<file path="config.mk">
export PLATFORM = sky130hd
export DESIGN_NAME = input_conditioner_flat
export DESIGN_NICKNAME = d
export VERILOG_FILES = /design/src/rtl/input_conditioner_pkg.sv /design/src/rtl/input_conditioner_if.sv /design/src/rtl/input_conditioner_channel.sv /design/src/rtl/input_conditioner.sv /design/src/flat_wrapper.sv
export SDC_FILE = /design/constraint.sdc
export NUM_CORES = 1
export LEC_CHECK = 0
export ABC_CLOCK_PERIOD_IN_PS = 2000
export BUFFER_PORTS_ARGS = -buffer_cell sky130_fd_sc_hd__buf_2
export CORE_UTILIZATION = 30
export DETAILED_ROUTE_END_ITERATION = 10
export GPL_ROUTABILITY_DRIVEN = 0
export HOLD_SLACK_MARGIN = 0.1
export PLACE_DENSITY_LB_ADDON = 0.08
export SLEW_MARGIN = 20
export SYNTH_ARGS = -nofsm -noshare
export SYNTH_HDL_FRONTEND = slang
export SYNTH_SLANG_ARGS = --single-unit
</file>
<file path="constraint.sdc">
create_clock -name clk_i -period 2 [get_ports clk_i]
set_input_delay 0.1 -clock clk_i [delete_from_list [all_inputs] [get_ports clk_i]]
set_output_delay 0.1 -clock clk_i [all_outputs]
set_load 0.03 [all_outputs]
</file>
<file path="src/rtl/input_conditioner_pkg.sv">
// input_conditioner_pkg: shared timing constants and counter sizing for the input conditioner
package input_conditioner_pkg;
    localparam int clk_freq_hz         = 25_000_000;
    localparam int debounce_10ms_cycles = clk_freq_hz / 100;
    localparam int hold_1s_cycles      = clk_freq_hz;

    // Bits needed for a counter that must hold the value n itself.
    function automatic int cnt_width(input int n);
        return (n < 1) ? 1 : $clog2(n + 1);
    endfunction
endpackage

</file>
<file path="src/rtl/input_conditioner_if.sv">
// input_conditioner_if: raw pins in, conditioned levels/edges/hold flags out
// Ports: async_unsafe_i raw pins; level_o debounced level; rise_o/fall_o edge pulses; hold_o long-press flag
// master drives the pins (board side), slave is the conditioner
interface input_conditioner_if #(parameter int width_p = 4);
    logic [width_p-1:0] async_unsafe_i;
    logic [width_p-1:0] level_o;
    logic [width_p-1:0] rise_o;
    logic [width_p-1:0] fall_o;
    logic [width_p-1:0] hold_o;
    modport master (output async_unsafe_i, input level_o, rise_o, fall_o, hold_o);
    modport slave  (input async_unsafe_i, output level_o, rise_o, fall_o, hold_o);
endinterface

</file>
<file path="src/rtl/input_conditioner_channel.sv">
// input_conditioner_channel: one channel of synchroniser, debouncer, edge pulses and hold flag
// Ports: clk_i clock; reset_n_i sync active-low reset; pin_i raw pin;
//        level_o debounced level; rise_o/fall_o one-cycle edges; hold_o long-press flag
module input_conditioner_channel
    import input_conditioner_pkg::*;
#(
    parameter int   sync_stages_p     = 2,
    parameter int   debounce_cycles_p = debounce_10ms_cycles,
    parameter int   hold_cycles_p     = hold_1s_cycles,
    parameter logic invert_p          = 1'b0
) (
    input  logic clk_i,
    input  logic reset_n_i,
    input  logic pin_i,
    output logic level_o,
    output logic rise_o,
    output logic fall_o,
    output logic hold_o
);
    localparam int dw = cnt_width(debounce_cycles_p);
    localparam logic [dw-1:0] deb_last = dw'(debounce_cycles_p - 1);

    logic [sync_stages_p-1:0] r_sync;
    logic [dw-1:0]            r_cnt;
    logic                     r_level;
    logic                     r_rise;
    logic                     r_fall;
    logic                     w_s;
    logic                     w_accept;

    // Sync flops reset to the inactive pin level so the inverted view starts at 0.
    assign w_s      = r_sync[sync_stages_p-1] ^ invert_p;
    assign w_accept = (w_s != r_level) && (r_cnt == deb_last);

    always_ff @(posedge clk_i) begin
        if (!reset_n_i) begin
            r_sync  <= {sync_stages_p{invert_p}};
            r_cnt   <= '0;
            r_level <= 1'b0;
            r_rise  <= 1'b0;
            r_fall  <= 1'b0;
        end else begin
            r_sync  <= {r_sync[sync_stages_p-2:0], pin_i};
            // Any cycle agreeing with the current level restarts the count.
            r_cnt   <= (w_s == r_level || w_accept) ? '0 : r_cnt + 1'b1;
            r_level <= w_accept ? w_s : r_level;
            r_rise  <= w_accept && w_s;
            r_fall  <= w_accept && !w_s;
        end
    end

    assign level_o = r_level;
    assign rise_o  = r_rise;
    assign fall_o  = r_fall;

    if (hold_cycles_p > 0) begin : g_hold
        localparam int hw = cnt_width(hold_cycles_p);
        localparam logic [hw-1:0] hold_max = hw'(hold_cycles_p);
        logic [hw-1:0] r_hc;
        logic          r_hold;
        // Counter saturates so a very long press keeps hold_o asserted without wrap.
        always_ff @(posedge clk_i) begin
            if (!reset_n_i || !r_level) begin
                r_hc   <= '0;
                r_hold <= 1'b0;
            end else begin
                r_hc   <= (r_hc == hold_max) ? hold_max : r_hc + 1'b1;
                r_hold <= r_hold || (r_hc == hold_max - 1'b1);
            end
        end
        assign hold_o = r_hold;
    end else begin : g_no_hold
        assign hold_o = 1'b0;
    end
endmodule

</file>
<file path="src/rtl/input_conditioner.sv">
// input_conditioner: width_p independent conditioning channels for raw board inputs
// Ports: clk_i 25 MHz clock; reset_n_i sync active-low reset;
//        bus slave side of input_conditioner_if (pins in, level/rise/fall/hold out)
module input_conditioner
    import input_conditioner_pkg::*;
#(
    parameter int               width_p           = 4,
    parameter int               sync_stages_p     = 2,
    parameter int               debounce_cycles_p = debounce_10ms_cycles,
    parameter int               hold_cycles_p     = hold_1s_cycles,
    parameter logic [width_p-1:0] invert_mask_p   = '0
) (
    input  logic                 clk_i,
    input  logic                 reset_n_i,
    input_conditioner_if.slave   bus
);
    logic [width_p-1:0] w_level;
    logic [width_p-1:0] w_rise;
    logic [width_p-1:0] w_fall;
    logic [width_p-1:0] w_hold;

    for (genvar i = 0; i < width_p; i++) begin : g_ch
        input_conditioner_channel #(
            .sync_stages_p    (sync_stages_p),
            .debounce_cycles_p(debounce_cycles_p),
            .hold_cycles_p    (hold_cycles_p),
            .invert_p         (invert_mask_p[i])
        ) u_ch (
            .clk_i    (clk_i),
            .reset_n_i(reset_n_i),
            .pin_i    (bus.async_unsafe_i[i]),
            .level_o  (w_level[i]),
            .rise_o   (w_rise[i]),
            .fall_o   (w_fall[i]),
            .hold_o   (w_hold[i])
        );
    end

    assign bus.level_o = w_level;
    assign bus.rise_o  = w_rise;
    assign bus.fall_o  = w_fall;
    assign bus.hold_o  = w_hold;
endmodule
</file>
<file path="src/flat_wrapper.sv">
// flat-port wrapper written by rule: the top's interface ports become plain ports
module input_conditioner_flat import input_conditioner_pkg::*;
#(
    parameter int               width_p           = 4,
    parameter int               sync_stages_p     = 2,
    parameter int               debounce_cycles_p = debounce_10ms_cycles,
    parameter int               hold_cycles_p     = hold_1s_cycles,
    parameter logic [width_p-1:0] invert_mask_p   = '0
)
  (clk_i, reset_n_i, bus_async_unsafe_i, bus_level_o, bus_rise_o, bus_fall_o, bus_hold_o);
  input_conditioner_if #(.width_p(width_p)) bus_i ();
  input  logic clk_i;
  input  logic reset_n_i;
  input wire logic [$bits(bus_i.async_unsafe_i)-1:0] bus_async_unsafe_i;
  output wire logic [$bits(bus_i.level_o)-1:0] bus_level_o;
  output wire logic [$bits(bus_i.rise_o)-1:0] bus_rise_o;
  output wire logic [$bits(bus_i.fall_o)-1:0] bus_fall_o;
  output wire logic [$bits(bus_i.hold_o)-1:0] bus_hold_o;
  assign bus_i.async_unsafe_i = bus_async_unsafe_i;
  assign bus_level_o = bus_i.level_o;
  assign bus_rise_o = bus_i.rise_o;
  assign bus_fall_o = bus_i.fall_o;
  assign bus_hold_o = bus_i.hold_o;
  input_conditioner #(.width_p(width_p), .sync_stages_p(sync_stages_p), .debounce_cycles_p(debounce_cycles_p), .hold_cycles_p(hold_cycles_p), .invert_mask_p(invert_mask_p)) u_core (.clk_i(clk_i), .reset_n_i(reset_n_i), .bus(bus_i));
endmodule
</file>
# Word-level counts from Yosys, hierarchy flattened
# Cells that the tools add are included.
[classes]
add_sub_neg = 8
eq_ne = 20
mux = 4
bitwise_logic = 1
n_reduce_logical = 41
[op_table]
columns = ["cell", "n"]
rows = [
  ["$eq 25x25->1 const B", 8],
  ["$add 25x1->25 const B", 4],
  ["$mux 25", 4],
  ["$add 18x1->18 const B", 4],
  ["$eq 18x18->1 const B", 4],
  ["$reduce_or 2->1", 8],
  ["$logic_and 1x1->1", 12],
  ["$logic_or 1x1->1", 12],
  ["$logic_not 1->1", 9],
  ["$eq 1x1->1", 4],
  ["$ne 1x1->1", 4],
  ["$not 1->1", 1],
]
[totals]
regBits = 196
input_bits = 6
out_inout_bits = 16
word_cells = 106

# Longest topological paths before layout
# Gate-level depths: netlist (run 1).
[logic_depth]
ltp_word = 4
depth_mapped = 7
mapped_depth_nobuf = 6

# Cells and area by module
# A second synthesis (run 1) with hierarchy kept.
[unflattened]
cells_unflattened = 996
area_unflattened_um2 = 8768.4
[modules_own_cells]
columns = ["mod", "n_inst", "cells_per_inst", "area_each_um2", "seq_area_each_um2"]
rows = [
  ["input_conditioner_channel", 4, 249, 2192.1, 980.9],
]

# Least setup slack after synthesis (run 1)
# No wires, ideal clock.
[synth_path]
kind = "reg-to-reg"
startpoint = "reg u_core.g_ch[0].u_ch.g_hold.r_hc[0]"
endpoint = "reg u_core.g_ch[0].u_ch.g_hold.r_hc[24]"
setup_time_ps = 71
arrival_ps = 2010
required_time_ps = 1929
setup_slack_ps = -81
path_stages_with_launch = 7
path_buffers = 1
synth_period_minus_slack_ps = 2081
cell_sequence = "dfxtp_1 ha_1 nand2_1 or4_1 clkbuf_1 or4_1 a21oi_1"
[synth_via]
elab_chain_cells = 2
word_cells_on_any_way = 3
cone_classes = "add/sub (1); eq/ne (1); mux (1)"
[synth_rtl]
columns = ["element", "line", "text"]
rows = [
  ["from (decl)", "input_conditioner_channel.sv:59", "logic [hw-1:0] r_hc;"],
  ["from (signal assigned)", "input_conditioner_channel.sv:67", "r_hc <= (r_hc == hold_max) ? hold_max : r_hc + 1'b1;"],
  ["$add 25x1->25 / $eq 25x25->1 (equally long branches)", "input_conditioner_channel.sv:67", ""],
  ["$mux 25 *", "input_conditioner_channel.sv:67", ""],
]
# Every way passes the cells marked *; elsewhere a longest branch is shown, timed or not.
# A chain may end at the register's enable or synchronous reset.

# Worst setup path in the final report (run 1)
[layout_path]
startpoint = "reg u_core.g_ch[3].u_ch.r_cnt[4]"
endpoint = "reg u_core.g_ch[3].u_ch.r_cnt[13]"
[layout_via]
elab_chain_cells = 4
word_cells_on_any_way = 5
cone_classes = "add/sub (1); eq/ne (1); reduce/logical (3)"
[layout_rtl]
columns = ["element", "line", "text"]
rows = [
  ["from (decl)", "input_conditioner_channel.sv:24", "logic [dw-1:0] r_cnt;"],
  ["from (signal assigned)", "input_conditioner_channel.sv:45", "r_cnt <= (w_s == r_level || w_accept) ? '0 : r_cnt + 1'b1;"],
  ["parallel branches: the longest is 4 deep, another holds $add 18x1->18", "n/a", ""],
]
# Several ways; the timed one is not identified.

==> impl_summary.md, run 1 <==
Run status
The run finished, with violations left. The checks that failed: negative setup slack.

Finish
0 antenna diodes ended up in the layout. Of the cells placed in the final design, the portion with a size suffix greater than 1 is 18.22%. Once layout is done, the placed cells without fillers occupy 10,920 µm².

For this run, the share of the core covered by cells in the final layout is 37.65%. The net count of the finished layout is 1,153. The area added between synthesis and finish is 22.49%.

Yosys
The most frequently used cell type in the post-synthesis netlist is dfxtp_1. The fraction of the yosys area taken by sequential cells is 44.00%. The distinct cell type count of the synthesized netlist is 49.

The number of standard cells after synthesis is 1,027. The number of nets in the synthesized netlist is 1,045. In this run the cell area of the synthesized design comes to 8919 µm². The number of flip-flops and latches in the synthesized netlist is 196. By count the netlist is led by dfxtp_1, nor2_1, nand2_1, nand3_1, nor3_1. The post-synthesis area per instance is 8.684 µm². Of all cell types, the one taking the most synthesized area is dfxtp_1. The area share of the largest cell type after synthesis is 44.00%. The number of synthesized flops with an enable pin is 0. The Yosys step of the flow raised 0 warnings. The dominant register cell in the synthesized netlist is dfxtp_1. Sorting the synthesized cells by area gives the leading types as dfxtp_1, xnor2_1, xor2_1, nor2_1, nand3_1. After synthesis, the share of flip-flops with an asynchronous set or reset is 0%.

Route
The remaining antenna violation count is 0. For this block, the via count after detailed routing is 7,338. Dividing the detail-routed wire length by the instance count gives 12.80 µm. The number of vias per cell is 4.793. The final layout contains routed wiring with a total length of 19.59 mm. After detailed routing, the number of remaining DRC violations is 0.

After the first detailed-routing iteration, the DRC count stood at 282. The detailed-router iteration count before antenna repair is 4.

Floorplanning
For this configuration, the core starts out at a cell density of 30.74%. For this design the top-level I/O count stands at 22. The die covers 30,420 µm². The area of the placeable core is 29,010 µm². The die is 174.4 µm tall. The initialized floorplan defines 62 standard-cell rows. The x dimension of the die is 174.4 µm.

Global route
The remaining global-route overflow is 0. The first global-routing pass estimated 34.25 mm of wire. Entering global routing, the biggest net connects 27 pins. The number of global-route vias before repair is 7,102. The total track usage is 13.54%.

The initial antenna violation count is 0.

Worst setup path
At the worst endpoint, the arrival time is 2.32 ns. Across all register-to-register paths, the minimum setup slack is -0.002 ns. At the worst endpoint, the required time is 2.31 ns. The worst setup path is captured at a register. Of all nets on the critical path, the largest fanout is 8.

The worst setup path is launched from a register. The class of the most critical setup path is reg -> reg.

STA
Static timing analysis puts the maximum clock frequency at 499.5 MHz. Setup violations remaining at the end of the flow were counted as 1. The hold violation total from the final report is 0.

The period utilization is 100.1%. Across the routed clock network, the largest skew measured is 0.01015 ns. The post-layout minimum cycle time is 2.002 ns. The relative slew slack is 62.97%.

The worst-margin pin slew is 0.5503 ns. The number of pins with negative max-slew slack in the final report is 0. The summed negative setup slack over all endpoints is -0.002074 ns. Setup repair after global routing could not meet its margin everywhere. Once routing completed, OpenROAD measured the worst setup slack at -0.002074 ns.

CTS
The CTS tree is done. The longest clock path from root to sink contains 2 buffers. The clock drives 196 sinks. The clock transition at the register clock pins on the worst setup and hold paths after CTS is 0.07 ns. Buffers inserted during clock tree synthesis total 17. The deepest level of the CTS H-tree is 4. For the worst-skew pair, the clock arrives at the later sink with an insertion delay of 0.43 ns. The clock root buffer is clkbuf_16.

Hold path
In this run the worst hold path is classified as in -> reg.

Placed design
The cell area reported after detailed placement is 10,130 µm². In this run the tool buffered the top-level ports with 21 buffer cells. The HPWL after detailed placement is 13.63 mm. The worst slack at placement is 0.01487 ns.

Pwr
The total power divided by cell area is 678.7 nW/µm². The leakage power total is 3.428 nW. The worst IR drop on VDD is 0.0004940 V.

The total power draw is 7.415 mW.

Run
Max-cap violations in this run came to 0.
[cell families after synthesis]
group / synth area share [%]
AOI/OAI and AO/OA: 8.586
buffers and inverters: 4.363
and+or+nand+nor: 31.13
muxes: 0.2245
adders and majority gates: 1.683
xor gates and xnor gates: 10.02
DFF: 44.00
[stage by stage]
stage,instances,hold WS (ns)
after floorplan,1027,0.2273
after global placement,1492,0.3075
after detailed placement,1492,0.3092
after CTS,1527,0.1632
after global routing,1531,0.2070
final,1531,0.1569
[area by class of cell]
cell class	count	area, µm²
Clock buffer	19	452.9
Sequential cell	196	3944
Multi-Input combinational cell	748	4758
Tap cell	384	480.5
Fill cell	3016	18090
Inverter	36	135.1
Clock inverter	12	132.6
Timing Repair Buffer	136	1021
[flip-flops by register name, indices dropped and copies added, names as in the netlist]
name / flops
u_core.g_ch.u_ch.fall_o: 4
u_core.g_ch.u_ch.r_sync: 8
u_core.g_ch.u_ch.r_cnt: 72
u_core.g_ch.u_ch.g_hold.r_hc: 100
u_core.g_ch.u_ch.rise_o: 4
u_core.g_ch.u_ch.hold_o: 4
u_core.g_ch.u_ch.level_o: 4
[metal layers]
metal  global-route usage (%)  up-vias  wire, µm
met2                    21.46       44      8759
met3                    2.472       11       325
met1                    18.66     3374     10320
li1                         -     3909         -
met5                        0        -         0
met4                    3.911        0       191
[final timing paths]
check | cells past startpoint | from | end
max reg2reg | 5 | u_core.g_ch[3].u_ch.r_cnt[4] | u_core.g_ch[3].u_ch.r_cnt[13]
min | 3 | reset_n_i | u_core.g_ch[3].u_ch.rise_o
max | 5 | u_core.g_ch[3].u_ch.r_cnt[4] | u_core.g_ch[3].u_ch.r_cnt[13]
min reg2reg | 1 | u_core.g_ch[0].u_ch.r_sync[0] | u_core.g_ch[0].u_ch.r_sync[1]
[report_power, final]
part           leakage [nW]  internal (mW)  switching, mW
Clock                 0.269           1.90           1.54
Sequential             1.59           3.91        0.00705
Combinational          1.57         0.0269         0.0357
[critical path, stage by stage (launching register included)]
cell and delay (ns):
dfxtp_4 0.34, or4b_4 0.52, or4_4 0.55, o21ai_4 0.22, clkbuf_16 0.21, nor2_1 0.04
[placed cells by master (no fill, tap or decap), drive strengths merged, types with 6 or more instances in the layout]
master and instances:
dfxtp 196, buf 131, nor2 89, nand2 64
nand3 64, nor3 63, xnor2 58, a21oi 53
xor2 44, or4 40, nand4 39, inv 36
o21ai 32, or3 28, nor4 27, o31ai 26
and3 22, clkbuf 20, and2 19, and4 12
ha 12, nor4b 10, nand2b 7, a211oi 7
clkinvlp 6, or4b 6
[what timing repair did]
action,CTS,global route
endpoints found under the hold margin,4,0
cloned,0,1
resized for setup,1,34
buffers inserted,0,3
hold buffers,4,0
setup endpoints to repair,2,53
pin swaps,2,11
Note: power is estimated with default switching activity, not from simulation.
==> run 2: changes to the inputs <==
--- a/config.mk
+++ b/config.mk
@@ -6,9 +6,9 @@
 export NUM_CORES = 1
 export LEC_CHECK = 0
 export ABC_CLOCK_PERIOD_IN_PS = 2000
-export BUFFER_PORTS_ARGS = -buffer_cell sky130_fd_sc_hd__buf_2
 export CORE_UTILIZATION = 30
 export DETAILED_ROUTE_END_ITERATION = 10
+export DONT_BUFFER_PORTS = 1
 export GPL_ROUTABILITY_DRIVEN = 0
 export HOLD_SLACK_MARGIN = 0.1
 export PLACE_DENSITY_LB_ADDON = 0.08
==> impl_summary.md, run 2 (same netlist as run 1, synthesis figures left out) <==
Floorplanning
22 I/O pins were placed. The number of rows in the core area is 62. The total area inside the core boundary comes to 29,010 µm². The die covers 30,420 µm². The vertical die dimension is 174.4 µm. For this configuration, the core starts out at a cell density of 30.74%. Measured along the x axis, the die boundary spans 174.4 µm.

Placed design
Buffers placed on the I/O ports in this run total 0. The HPWL after detailed placement is 13.72 mm. Summing all placed instances gives a cell area of 10,050 µm². The worst slack at placement is 0.01113 ns.

CTS
TritonCTS created 17 clock buffers. The clock tree synthesis step divided the H-tree into 4 levels. The clock reaches the later pin of the worst-skew pair after 0.43 ns. The number of clock sinks seen by CTS is 196.

The clock transition at the register clock pins on the worst setup and hold paths after CTS is 0.07 ns. The CTS tree is done. The clock passes through at most 2 buffers. Clock tree synthesis selected as its root buffer the cell clkbuf_16.

STA
The number of pins with negative max-slew slack in the final report came to 0. Of the available clock period, the critical path in the final layout requires 98.17%. Measured against its own limit, the worst slew margin works out to 64.51%. Setup violations remaining at the end of the flow were counted as 0. Setup repair after global routing could not meet its margin everywhere. The setup skew after layout is 0.008427 ns. The worst path meets setup with 0.03666 ns of slack. At the pin with the least slew margin, the transition time is 0.5249 ns.

The hold violation total from the final report came to 0. For this run, the top clock speed supported by timing is 509.3 MHz. The clock period could shrink to 1.963 ns.

Global route
Across every metal layer, demand over resource in global routing totals 13.47%. The total overflow left after global routing is 0. The number of global-route vias before repair is 7,032. The initial antenna violation count is 0.

The pin count of the biggest net entering global routing is 28. The wire length of the first global-routing pass is 33.71 mm.

Finish
Of the cells placed in the final design, the portion with a size suffix greater than 1 is 15.98%. The register with the most flip-flops in the layout has 100 of them. Summing all non-filler instances in the final layout gives an area of 10,750 µm².

The most flop-heavy register is u_core.g_ch.u_ch.g_hold.r_hc. For this run, the post-layout net count is 1,138. Summing all multi-input logic gate instances after layout gives 4695 µm². The sequential cells in the finished layout cover a total of 3934 µm². The most common cell after layout, fill and taps aside is dfxtp_1. The utilization after layout is 37.06%.

The largest registers in the layout are u_core.g_ch.u_ch.g_hold.r_hc: 100 flops, u_core.g_ch.u_ch.r_cnt: 72 flops, u_core.g_ch.u_ch.r_sync: 8 flops. In the layout the commonest cells are dfxtp_1, buf_4, nor2_1. The number of filler instances in the final layout is 3,005. The area growth from synthesis to layout is 20.57%.

The number of antenna cells inserted is 0.

Worst setup path
Data arrives at the worst endpoint at 2.32 ns. The worst reg-to-reg path cell count is 5. The biggest fanout along the worst timing path is 4. The kind of start point of the critical path is a register. The category of the worst setup path capture point is a register. The critical path is of the reg -> reg type. STA puts the critical path data required time at 2.36 ns.

Pwr
The total power divided by cell area is 687.6 nW/µm². The leakage power total is 3.346 nW. Across the VDD grid, the largest voltage drop is 0.0005042 V.

The total power draw is 7.394 mW.

Run status
The run finished with clean final reports.

Route
Dividing the detail-routed wire length by the instance count gives 12.84 µm. Across all layers, the routed design uses 7,369 vias. In the routed design, unresolved DRC markers number 0. After detailed routing, the number of vias per cell comes to 4.858. The detailed-router iteration count before antenna repair is 5. The final routed wirelength across all metal layers is 19.47 mm. The DRC marker count from the first detailed-route iteration is 285. The remaining antenna violation count is 0.

Hold path
The worst hold path cell count is 3. The tightest min-delay check is of the in -> reg type.

Run
The number of violations of the max-capacitance limit is 0.
-- run 2: cell types whose count changed in the layout (fill, tap and decap cells not counted), moves of 2 or more --
cell and delta:
inv_6 +3, nor2_1 +6, or4b_4 -2, clkbuf_1 +3, or4b_1 +2, nor2_2 -2, dfxtp_1 +2, nor2_4 -4
buf_2 -20, buf_4 +6, dfxtp_4 -3, clkinvlp_4 -5
-- run 2: worst paths after layout --
path | endpoint | slack [ns] | from
hold / removal | u_core.g_ch[3].u_ch.rise_o | 0.16 | reset_n_i
setup reg to reg | u_core.g_ch[0].u_ch.g_hold.r_hc[23] | 0.04 | u_core.g_ch[0].u_ch.g_hold.r_hc[2]
hold reg to reg | u_core.g_ch[3].u_ch.r_sync[1] | 0.44 | u_core.g_ch[3].u_ch.r_sync[0]
setup / recovery | u_core.g_ch[0].u_ch.g_hold.r_hc[23] | 0.04 | u_core.g_ch[0].u_ch.g_hold.r_hc[2]
-- run 2: area by class of cell --
cell class	count	share of cell area [%]
Inverter	36	1.257
Clock buffer	21	4.189
Multi-Input combinational cell	748	43.66
Timing Repair Buffer	121	8.669
Sequential cell	196	36.58
Clock inverter	11	1.175
Tap cell	384	4.468
-- run 2: where the power goes --
group / internal, mW / switching (mW)
Clock: 1.89 / 1.54
Sequential: 3.91 / 0.00764
Combinational: 0.0205 / 0.0312
-- run 2: stage by stage --
step | hold slack (ns) | TNS (ns) | cells
floorplan | 0.2273 | 0 | 1027
global placement | 0.2293 | 0 | 1476
detailed placement | 0.2283 | 0 | 1476
CTS | 0.2900 | 0 | 1513
global route | 0.1986 | -0.09397 | 1517
finish | 0.1621 | 0 | 1517
-- run 2: timing repair --
item / CTS / global route
hold endpoints to repair: 100 / 0
resized for setup: 1 / 15
hold buffers: 5 / 0
pin swaps: 0 / 4
setup endpoints to repair: 2 / 24
setup buffers: 0 / 4
-- run 2: worst max-delay path, cell delays in order (launching register included) --
cell and delay (ns):
dfxtp_2 0.33, nand4_1 0.16, buf_4 0.17, or4_4 0.55
or4b_1 0.50, a211oi_2 0.18
-- run 2: routing by layer --
layer	vias to the layer above	GRT usage, %	part of all wire (%)
li1	3889	-	-
met1	3407	18.03	52
met2	60	21.28	45
met3	13	3.215	2.1
met4	0	4.203	1.4
met5	-	0	0
==> run 3: changes to the inputs <==
--- a/config.mk
+++ b/config.mk
@@ -5,7 +5,9 @@
 export SDC_FILE = /design/constraint.sdc
 export NUM_CORES = 1
 export LEC_CHECK = 0
-export ABC_CLOCK_PERIOD_IN_PS = 2000
+export ABC_CLOCK_PERIOD_IN_PS = 1800
+export CELL_PAD_IN_SITES_DETAIL_PLACEMENT = 2
+export CELL_PAD_IN_SITES_GLOBAL_PLACEMENT = 2
 export CORE_UTILIZATION = 30
 export DETAILED_ROUTE_END_ITERATION = 10
 export DONT_BUFFER_PORTS = 1
==> constraint.sdc (replaced) <==
create_clock -name clk_i -period 1.8 [get_ports clk_i]
set_input_delay 0.09 -clock clk_i [delete_from_list [all_inputs] [get_ports clk_i]]
set_output_delay 0.09 -clock clk_i [all_outputs]
set_load 0.03 [all_outputs]
==> impl_summary.md, run 3 (same netlist as run 1, synthesis figures left out) <==
Run status
The flow ran to the end, but the final reports show violations. The checks that failed: negative setup slack.

STA
For the final routed database, the setup TNS stands at -6.016 ns. On the final layout, the worst hold slack is 0.2960 ns. Setup repair after global routing could not meet its margin everywhere. The setup skew after layout is 0.006208 ns. Subtracting the final worst setup slack from the clock period gives 1.986 ns. The maximum clock rate is 503.5 MHz. The post-layout worst setup margin is -0.1862 ns. The period utilization is 110.3%. Setup violations remaining at the end of the flow were counted as 55. The relative slew slack is 71.87%. The hold violation total from the final report came to 0. The number of pins with negative max-slew slack in the final report came to 0. At the pin with the least slew margin, the transition time is 0.4180 ns.

Global route
The first global-routing pass estimated 42.82 mm of wire. The number of global-route vias before repair was 8,711. The initial antenna violation count came to 0. The total track usage is 17.29%. Entering global routing, the biggest net connects 27 pins.

The total overflow left after global routing is 0.

Floorplanning
The die area is 30,420 µm². The total area inside the core boundary comes to 29,010 µm². The floorplan step set the die width to 174.4 µm. The number of top-level pins is 22. The vertical die dimension is 174.4 µm. The number of rows in the core area is 62. The initial standard-cell utilization of the core is 30.74%.

Finish
Of the cells placed in the final design, the portion with a size suffix greater than 1 is 32.00%. Relative to the synthesized area, the layout overhead comes to 35.73%. The register with the most flip-flops in the layout has 100 of them. In the layout the commonest cells are buf_4, dfxtp_1, nor2_1. Ranked by flip-flop count, first place goes to u_core.g_ch.u_ch.g_hold.r_hc.

In the final layout, the registers with the most flip-flops are u_core.g_ch.u_ch.g_hold.r_hc: 100 flops, u_core.g_ch.u_ch.r_cnt: 72 flops, u_core.g_ch.u_ch.r_sync: 8 flops. The most common cell after layout, fill and taps aside is buf_4. The net count of the finished layout is 1,228.

Worst setup path
The endpoint identified for the worst register-to-register timing path is u_core.g_ch[1].u_ch.r_cnt[15]. By startpoint and endpoint, the worst setup path is classified as reg -> reg. Data on the critical path is required at its endpoint by 2.14 ns. Measured in cells, the most critical reg-to-reg path has a length of 5. The critical path arrival is 2.32 ns. The worst register-to-register path begins at u_core.g_ch[1].u_ch.r_cnt[8].

The flop-to-flop setup slack is -0.19 ns. The worst setup path is captured at a register. The kind of start point of the critical path is a register.

In this run the worst path has a maximum fanout of 8.

Pwr
Dividing total power by cell area gives a power density of 661.4 nW/µm². The worst-case IR drop observed on VDD is 0.0006175 V. In this run the static leakage power is 3.961 nW.

Route
Across all layers, the routed design uses 8,215 vias. After detailed routing, the average wire length per cell comes to 16.54 µm. The remaining routing DRC violations is 0. Summed over all layers, the routed wires come to 26.57 mm.

The first routing iteration left 235 violations. The detailed-router iteration count before antenna repair is 4. The detail route stage leaves a number of antenna-violating nets equal to 0.

The number of vias per cell is 5.112.

CTS
The longest clock path from root to sink contains 2 buffers. After clock tree synthesis, the clock-pin slew on the worst setup and hold paths is 0.07 ns. The CTS tree is done. Buffers inserted during clock tree synthesis total 17. The deepest level of the CTS H-tree is 4. Counting every sink on the clock net gives 196. The root buffer cell chosen for the clock tree is clkbuf_16. The insertion delay to the later sink of the worst-skew pair is 0.45 ns.

Placed design
The worst slack at placement is -0.1582 ns. Once detailed placement completed, the half-perimeter wirelength came to 18.12 mm. In this run the tool buffered the top-level ports with 0 buffer cells.

Hold path
The worst hold path begins at bus_async_unsafe_i[1]. Along the worst hold path, the cell count comes to 2. The capture endpoint of the worst hold path is u_core.g_ch[1].u_ch.r_sync[0]. The path class of the tightest hold or removal check is in -> reg.

Run
The number of violations of the max-capacitance limit is 0.
-- run 3: changes by cell type in the layout (fill, tap and decap cells not counted), moves of 9 or more --
| cell | delta |
|---|---|
| buf_4 | +63 |
| nor2_1 | -11 |
| or4_4 | +11 |
| a21oi_2 | +9 |
| buf_6 | +17 |
| a21oi_1 | -9 |
| dfxtp_1 | -47 |
| dfxtp_2 | +39 |
-- run 3: how the worst max path moves through the flow --
stage | start | to | slack (ns)
final | u_core.g_ch[1].u_ch.r_cnt[8] | u_core.g_ch[1].u_ch.r_cnt[15] | -0.19
after global routing | u_core.g_ch[1].u_ch.r_cnt[8] | u_core.g_ch[1].u_ch.r_cnt[15] | -0.22
after CTS | u_core.g_ch[1].u_ch.r_cnt[8] | u_core.g_ch[1].u_ch.r_cnt[3] | -0.16
after detailed placement | u_core.g_ch[1].u_ch.r_cnt[8] | u_core.g_ch[1].u_ch.r_cnt[3] | -0.16
after global placement | u_core.g_ch[3].u_ch.r_cnt[13] | u_core.g_ch[3].u_ch.r_cnt[3] | -0.15
after floorplan | u_core.g_ch[1].u_ch.r_cnt[8] | u_core.g_ch[1].u_ch.r_cnt[11] | -0.15
-- run 3: final cells by class --
| cell class | instances | area [µm²] |
|---|---|---|
| diodes | 1 | 2.502 |
| clock buffers | 23 | 478.0 |
| clock inverters | 8 | 52.55 |
| fillers | 3223 | 16910 |
| inverters | 36 | 137.6 |
| multi-input cells | 751 | 5210 |
| flip-flops and latches | 196 | 4013 |
| well taps | 384 | 480.5 |
| repair buffers | 208 | 1732 |
-- run 3: worst max-delay path, stage by stage, from the launching register on --
cell and delay (ns):
dfxtp_2 0.33, or4_4 0.51, or4_4 0.56, o211ai_4 0.23, buf_8 0.19, a21oi_2 0.04
-- run 3: report_power, final --
| part | internal [mW] | switching (mW) | leakage, nW |
|---|---|---|---|
| clock | 1.87 | 1.72 | 0.255 |
| sequential | 4.33 | 0.00897 | 1.61 |
| combinational | 0.0394 | 0.0447 | 2.10 |
| total | 6.24 | 1.77 | 3.96 |
-- run 3: stage by stage --
step	instances	area [µm²]	total power, mW	util (%)
6_report	1607	12110	8.006	41.72
5_1_grt	1606	12100	8.322	41.72
4_1_cts	1578	11480	8.154	39.56
3_5_place_dp	1535	10630	4.498	36.64
3_3_place_gp	1535	10630	4.497	36.64
2_1_floorplan	1027	9136	4.478	-
-- run 3: repair_timing --
action                                  CTS  global route
resized for setup                        55           112
setup buffers                             5            25
hold buffers                              7             0
gates cloned                              0             5
pin swaps                                28            38
endpoints found under the setup margin   73           135
hold endpoints to repair                117             0
-- run 3: per-layer routing --
| layer | up-vias | GRT usage [%] | part of all wire, % |
|---|---|---|---|
| li1 | 4061 | - | - |
| met1 | 4086 | 21.02 | 46 |
| met2 | 42 | 30.56 | 51 |
| met3 | 26 | 3.128 | 1.6 |
| met4 | 0 | 5.629 | 1.3 |
| met5 | - | 0 | 0 |
